$ cat src/rtl/fifo_pop_drain_if.sv
// Downstream valid/ready stream carrying words drained from the FIFO.
// The drain block drives valid/data (master); the consumer drives ready.
interface fifo_pop_drain_if #(
   parameter int DATA_WIDTH = 32
);
   logic                  valid;
   logic                  ready;
   logic [DATA_WIDTH-1:0] data;

   modport master (
      output valid,
      output data,
      input  ready
   );

   modport slave (
      input  valid,
      input  data,
      output ready
   );
endinterface

$ cat src/rtl/fifo_pop_drain.sv
// Pop-side consumer for the dual-clock FIFO.
// Drains the FIFO's active-low pop port into a two-slot prefetch buffer and
// presents the words as a valid/ready stream at one word per cycle. Also keeps
// a wrapping delivered-word counter and a sticky pop-side error flag.
module fifo_pop_drain #(
   parameter int DATA_WIDTH = 32,
   parameter int CNT_WIDTH  = 16
) (
   input  logic                  clk_pop,
   input  logic                  rst_n,
   input  logic                  pop_empty,
   input  logic                  pop_error,
   input  logic [DATA_WIDTH-1:0] data_out,
   output logic                  pop_req_n,
   input  logic                  flush,
   fifo_pop_drain_if.master      m,
   output logic [1:0]            occupancy,
   output logic [CNT_WIDTH-1:0]  xfer_cnt,
   output logic                  err_sticky
);

   // Buffer fill level doubles as the FSM state.
   typedef enum logic [1:0] {
      EMPTY = 2'd0,
      ONE   = 2'd1,
      FULL  = 2'd2
   } occ_state_t;

   occ_state_t            state_reg;
   occ_state_t            state_next;
   logic                  run_reg;
   logic [DATA_WIDTH-1:0] slot0_reg;
   logic [DATA_WIDTH-1:0] slot0_next;
   logic [DATA_WIDTH-1:0] slot1_reg;
   logic [DATA_WIDTH-1:0] slot1_next;
   logic [CNT_WIDTH-1:0]  cnt_reg;
   logic [CNT_WIDTH-1:0]  cnt_next;
   logic                  err_reg;
   logic                  err_next;

   logic                  pop;
   logic                  xfer;
   logic                  valid_int;

   // Pop only from registered state and the FIFO empty flag, never from
   // m.ready, so the FIFO sees no combinational path from downstream.
   assign pop       = run_reg & ~flush & ~pop_empty & (state_reg != FULL);
   assign pop_req_n = ~pop;

   assign valid_int = (state_reg != EMPTY);
   assign xfer      = valid_int & m.ready;

   assign m.valid    = valid_int;
   assign m.data     = slot0_reg;
   assign occupancy  = state_reg;
   assign xfer_cnt   = cnt_reg;
   assign err_sticky = err_reg;

   // run holds off all pops until the first clock edge after reset release.
   always_ff @(posedge clk_pop or negedge rst_n) begin
      if (!rst_n) begin
         run_reg <= 1'b0;
      end else begin
         run_reg <= 1'b1;
      end
   end

   // State and buffer registers; reset discards buffered words immediately.
   always_ff @(posedge clk_pop or negedge rst_n) begin
      if (!rst_n) begin
         state_reg <= EMPTY;
         slot0_reg <= '0;
         slot1_reg <= '0;
      end else begin
         state_reg <= state_next;
         slot0_reg <= slot0_next;
         slot1_reg <= slot1_next;
      end
   end

   // Next-state and slot movement for pop/xfer combinations.
   always_comb begin
      state_next = state_reg;
      slot0_next = slot0_reg;
      slot1_next = slot1_reg;
      if (flush) begin
         // Slot contents are left stale; only the fill level is cleared.
         state_next = EMPTY;
      end else begin
         case (state_reg)
            EMPTY: begin
               if (pop) begin
                  state_next = ONE;
                  slot0_next = data_out;
               end
            end
            ONE: begin
               if (pop && xfer) begin
                  slot0_next = data_out;
               end else if (pop) begin
                  state_next = FULL;
                  slot1_next = data_out;
               end else if (xfer) begin
                  state_next = EMPTY;
               end
            end
            FULL: begin
               // pop is impossible here; only the head can leave.
               if (xfer) begin
                  state_next = ONE;
                  slot0_next = slot1_reg;
               end
            end
            default: begin
               state_next = EMPTY;
            end
         endcase
      end
   end

   // Delivered-word counter and sticky error flag next values.
   always_comb begin
      cnt_next = cnt_reg;
      err_next = err_reg;
      // A transfer during a flush cycle still reached the consumer.
      if (xfer) begin
         cnt_next = cnt_reg + 1'b1;
      end
      if (flush) begin
         err_next = 1'b0;
      end else if (pop_error) begin
         err_next = 1'b1;
      end
   end

   // Counter and error flag registers.
   always_ff @(posedge clk_pop or negedge rst_n) begin
      if (!rst_n) begin
         cnt_reg <= '0;
         err_reg <= 1'b0;
      end else begin
         cnt_reg <= cnt_next;
         err_reg <= err_next;
      end
   end

endmodule
$ cat src/flat_wrapper.sv
// flat-port wrapper written by rule: the top's interface ports become plain ports
module fifo_pop_drain_flat 
#(
   parameter int DATA_WIDTH = 32,
   parameter int CNT_WIDTH  = 16
)
  (clk_pop, rst_n, pop_empty, pop_error, data_out, pop_req_n, flush, occupancy, xfer_cnt, err_sticky, m_valid, m_data, m_ready);
  fifo_pop_drain_if #(.DATA_WIDTH(DATA_WIDTH)) m_i ();
  input  logic clk_pop;
  input  logic rst_n;
  input  logic pop_empty;
  input  logic pop_error;
  input  logic [DATA_WIDTH-1:0] data_out;
  output logic pop_req_n;
  input  logic flush;
  output logic [1:0] occupancy;
  output logic [CNT_WIDTH-1:0] xfer_cnt;
  output logic err_sticky;
  output wire logic [$bits(m_i.valid)-1:0] m_valid;
  output wire logic [$bits(m_i.data)-1:0] m_data;
  input wire logic [$bits(m_i.ready)-1:0] m_ready;
  assign m_valid = m_i.valid;
  assign m_data = m_i.data;
  assign m_i.ready = m_ready;
  fifo_pop_drain #(.DATA_WIDTH(DATA_WIDTH), .CNT_WIDTH(CNT_WIDTH)) u_core (.clk_pop(clk_pop), .rst_n(rst_n), .pop_empty(pop_empty), .pop_error(pop_error), .data_out(data_out), .pop_req_n(pop_req_n), .flush(flush), .m(m_i), .occupancy(occupancy), .xfer_cnt(xfer_cnt), .err_sticky(err_sticky));
endmodule
$ cat config.mk
export PLATFORM = sky130hd
export DESIGN_NAME = fifo_pop_drain_flat
export DESIGN_NICKNAME = d
export VERILOG_FILES = /design/src/rtl/fifo_pop_drain_if.sv /design/src/rtl/fifo_pop_drain.sv /design/src/flat_wrapper.sv
export SDC_FILE = /design/constraint.sdc
export NUM_CORES = 1
export LEC_CHECK = 0
export CORE_ASPECT_RATIO = 1.5
export CORE_MARGIN = 4
export CORE_UTILIZATION = 30
export DETAILED_ROUTE_END_ITERATION = 6
export HOLD_SLACK_MARGIN = 0.05
export PLACE_DENSITY_LB_ADDON = 0.25
export SYNTH_ARGS = -nofsm -noshare
export SYNTH_HDL_FRONTEND = slang
export SYNTH_SLANG_ARGS = --single-unit
export TNS_END_PERCENT = 5
$ cat constraint.sdc
create_clock -name clk_pop -period 2.1 [get_ports clk_pop]
set_clock_uncertainty 0.15 [all_clocks]
set_input_delay 0.63 -clock clk_pop [delete_from_list [all_inputs] [get_ports clk_pop]]
set_output_delay 0.63 -clock clk_pop [all_outputs]
set_load 0.03 [all_outputs]
* After elaboration in Yosys (flattened, before gate mapping)
Index checks and enable logic that the tools add are counted.
Widths: inputs -> output; s select.
** Word-level totals
- Bits in latches :: 0
- Output and inout bits :: 53
- RAM bits :: 0
- Memories :: 0
- Input bits :: 38
- Bits in registers :: 84
- Logic and storage cells :: 46
- Bits in read-only memories :: 0
** Cells by class
- Bitwise logic cells :: 8
- Shift-type cells :: 0
- Magnitude comparators :: 0
- Eq/ne operators :: 10
- Multiplexer cells :: 13
- $add $sub $neg :: 1
- Div/mod/pow operators :: 0
- Reductions and logical operators :: 8
- $mul :: 0
** Operators by type and width (number)
- $mux 32 :: 3
- $pmux 32 s3 :: 1
- $add 16x1->16 const B :: 1
- $mux 2 :: 6
- $reduce_and 4->1 :: 2
- $ne 2x1->1 const B :: 3
- $ne 3x2->1 const B :: 2
- $pmux 2 s3 :: 1
- $reduce_and 5->1 :: 1
- $and 1x1->1 :: 4
- $ne 4x2->1 const B :: 1
- $not 1->1 :: 4
- $reduce_bool 2->1 :: 2
- $ne 3x3->1 const B :: 1
- $reduce_bool 3->1 :: 1
- $eq 2x1->1 const B :: 1
- $eq 2x2->1 const B :: 1
- $logic_not 2->1 :: 1
- $mux 1 :: 2
- $ne 2x2->1 const B :: 1
- $logic_and 1x1->1 :: 1

* Longest topological paths before layout
- Depth after elaboration :: 8
- Depth in mapped cells :: 6
- Gate-level depth less buffers :: 5

* Least setup slack after synthesis
No wires, ideal clock.
- Kind :: register -> output
- Start :: register u_core.state_reg[1], in the netlist u_core.occupancy[1]
- End :: output pop_req_n
- Data arrival time :: 1.422 ns
- Stages on the path, launching flop included :: 5
- Required time :: 1.320 ns
- Path slack :: -0.102 ns
- Buffers on the path :: 2
- Path through :: dfrtp_1 > buf_6 > nor2b_1 > buf_2 > or3_1
** Between the ends
- Longest elaborated chain between the ends :: 3
** RTL lines
- start, declared :: RTL line fifo_pop_drain.sv:29 : occ_state_t state_reg;
- start signal, assigned :: RTL line fifo_pop_drain.sv:75 : state_reg <= state_next;
- $ne 2x2->1 :: RTL line fifo_pop_drain.sv:47 : assign pop = run_reg & ~flush & ~pop_empty & (state_reg != FULL);
- $and 1x1->1 :: RTL line fifo_pop_drain.sv:47
- $not 1->1 :: RTL line fifo_pop_drain.sv:48 : assign pop_req_n = ~pop;
- end, declared :: RTL line flat_wrapper.sv:14 : output logic pop_req_n;
No other way between the ends.

* Final worst setup path
- Start :: input pop_empty
- End :: output pop_req_n
** Between the ends
- Longest elaborated chain between the ends :: 4
** RTL lines
- start, declared :: RTL line flat_wrapper.sv:11 : input logic pop_empty;
- $not 1->1 :: RTL line fifo_pop_drain.sv:47
- $and 1x1->1 (2 in series) :: RTL line fifo_pop_drain.sv:47
- $not 1->1 :: RTL line fifo_pop_drain.sv:48
No other way between the ends.

==> flow_summary.toml <==
[status]
status = "complete, but fails checks"
violations = "negative setup slack"

[cts]
cts_buffers = 9
h-tree-depth = 3
clkLatencyLatePin_ns = 0.33
cts_sinks = 84
cts_tree = "done"
clkTransAtPathRegs_ns = 0.06
clock-root-buffer = "clkbuf_16"
cts_buffer_depth = 2

[synthesis]
synth_top_cell_area_share = 0.5658
yosys-top-cells-area = "dfrtp_1 57%, mux2_2 10%, mux2i_1 8.9%, a21oi_2 6.6%, nor2_1 3.7%"
ys_top_cells_by_count = "84 x dfrtp_1, 37 x nor2_1, 33 x mux2_2, 33 x mux2i_1, 28 x a21oi_2"
synth_fp_nets = 330
synth_async_sr_flop_share = 1.000
synth-edff-count = 0
syn_inst = 291
syn_area_per_cell_um2 = 12.77
ys_ff_latch = 84
ys_types = 35
synth_flop_cell = "dfrtp_1"
yosys.area.top_type = "dfrtp_1"
ys_seq_area_frac = 0.5658
yosysMostFrequentCell = "dfrtp_1"
synth_warnings = 0
synth_area_mm2 = 0.003715

[layout]
antenna_cells = 0
finalNetCount = 447
fin_area_mm2 = 0.005301
drive_gt1_frac = 0.2881
area_growth_syn_to_layout_pct = 42.71

[setup_path]
crit_type = "primary input to output pin"
slowest_delay_ns = 0.38
worstSetupStartpointType = "primary input"
cp_max_fo = 2
cp_cell_sequence = "buf_6 > nand2b_4 > or3_4 > buf_6"
slowest_stage = "or3_4"
cpMostUsedCell = "buf_6"
arrival_ns = 1.38
endpoint_kind = "output pin"
required_ns = 1.32

[sta]
fin_crit_sh = 1.027
maxSlewViolCount = 0
holdWs_ns = 0.3327
max_freq_mhz = 463.8
fin_ws_ns = -0.05594
slew_headroom = 0.5823
finalHoldViolCount = 0
finalSetupViolCount = 8
fin_crit_ns = 2.156
rsz0062_at_grt = "true"
tightest_slew_ns = 0.6266

[die]
rows = 49
initial_core_util = 0.3076
core_area_mm2 = 0.01208
fp.dieH_um = 144.3
dieArea_mm2 = 0.01426
die_x_um = 98.86
io_pins = 91

[grt]
grt_util_all_layers = 0.1237
grt_max_degree = 34
grt_pass1_wl_mm = 13.80
gr-total-overflow = 0
grt_pass1_vias = 2708
antenna_found_initial = 0

[power_and_ir_drop]
leakagePower_uw = 0.002322
powerDensity_mw_per_mm2 = 914.0
peakVddDrop_mv = 0.3736

[placed_design]
dp_hpwl_mm = 5.740
io_buffers = 90
place_ws_ns = -0.8154
placed_cell_area_mm2 = 0.004932
globalplace.congestion = 0.7169

[drt]
routed_via_density = 4.534
wl_per_cell_um = 14.73
vias = 2566
firstDrtPassIters = 4
first_iter_violations = 67
ant_nets = 0
wl_mm = 8.336
drc_errors = 0

[job]
maxCapViolations = 0

[min_path]
min_path_type = "flop to flop"
==> critical path: cells and delay by family <==
kind,cells,cell delay [ns]
simple gates,2,0.51
buf+inv,2,0.23
==> worst paths after layout <==
path	slack, ns	end	depth (start not counted)	startpoint
min in group asynchronous	0.59	u_core.xfer_cnt[11]	2	rst_n
setup / recovery	-0.06	pop_req_n	4	pop_empty
hold / removal	0.33	u_core.xfer_cnt[15]	1	u_core.xfer_cnt[15]
max in group asynchronous	0.66	u_core.m.data[4]	3	rst_n
hold reg to reg	0.33	u_core.xfer_cnt[15]	1	u_core.xfer_cnt[15]
setup reg to reg	-0.01	u_core.m.data[2]	7	u_core.occupancy[0]
==> kinds of logic (layout without fill, tap and decap cells) <==
group,after synthesis,after routing,synth area share
AOI/OAI and AO/OA,37,37,0.08353
and+or+nand+nor,71,71,0.09295
xor gates and xnor gates,15,15,0.03536
DFF,84,84,0.5658
adders and majority gates,1,1,0.003368
buffers and inverters,16,138,0.02896
other,1,1,0.001009
muxes,66,66,0.1890
==> layout by cell type, fill, tap and decap left out, types with 2 or more instances in the layout <==
master / Yosys / final
a21oi_1: 5 / 5
a21oi_2: 28 / 28
and3_1: 2 / 2
buf_12: 0 / 3
buf_4: 2 / 21
buf_6: 5 / 7
bufbuf_16: 0 / 2
clkbuf_1: 4 / 2
clkbuf_16: 0 / 9
clkbuf_8: 0 / 2
clkdlybuf4s50_1: 0 / 33
dfrtp_1: 84 / 83
dlygate4sd2_1: 0 / 52
mux2_2: 33 / 33
mux2i_1: 33 / 33
nand2_1: 6 / 6
nand3_1: 5 / 5
nand3b_1: 2 / 2
nand4_1: 4 / 4
nor2_1: 37 / 37
nor2b_1: 3 / 2
nor4_1: 2 / 2
xnor2_1: 11 / 11
xor2_1: 4 / 4
==> per-stage QoR <==
stage	TNS, ns	utilization	total power (uW)	std cells
3_5_place_dp	-32.76	0.4084	3523	543
2_1_floorplan	0	-	2874	291
6_report	-0.07920	0.4389	4845	566
5_1_grt	-0.8498	0.4389	5139	566
4_1_cts	-0.1283	0.4390	4945	566
3_3_place_gp	-29.98	0.4084	3494	543
==> what timing repair did <==
action / 4_1_cts / 5_1_grt
hold buffers: 1 / 0
cloned: 3 / 0
setup buffers: 3 / 0
resized for setup: 80 / 2
endpoints found under the setup margin: 107 / 27
pin swaps: 3 / 0
endpoints found under the hold margin: 17 / 0
==> power breakdown <==
group / switching (uW) / internal [uW] / leakage [uW]
Combinational: 746 / 561 / 0.00115
Sequential: 155 / 1920 / 0.00103
Clock: 601 / 867 / 0.000136
Total: 1500 / 3340 / 0.00232
==> final cells by class <==
class | instances | area (um^2)
Tap cell | 153 | 191.4
Clock inverter | 3 | 21.27
Fill cell | 1138 | 6777
Timing Repair Buffer | 121 | 1190
Multi-Input combinational cell | 191 | 1531
Sequential cell | 84 | 2103
Inverter | 1 | 3.754
Clock buffer | 13 | 260.3
==> routing by layer <==
metal  part of all wire  vias to the layer above  track usage
li1                   -                     1245            -
met1               0.42                     1257       0.1488
met2               0.52                       54       0.2107
met3              0.040                       10      0.03282
met4              0.020                        0      0.04892
met5                  0                        -            0
No activity file was read; power rests on OpenSTA's default activity.
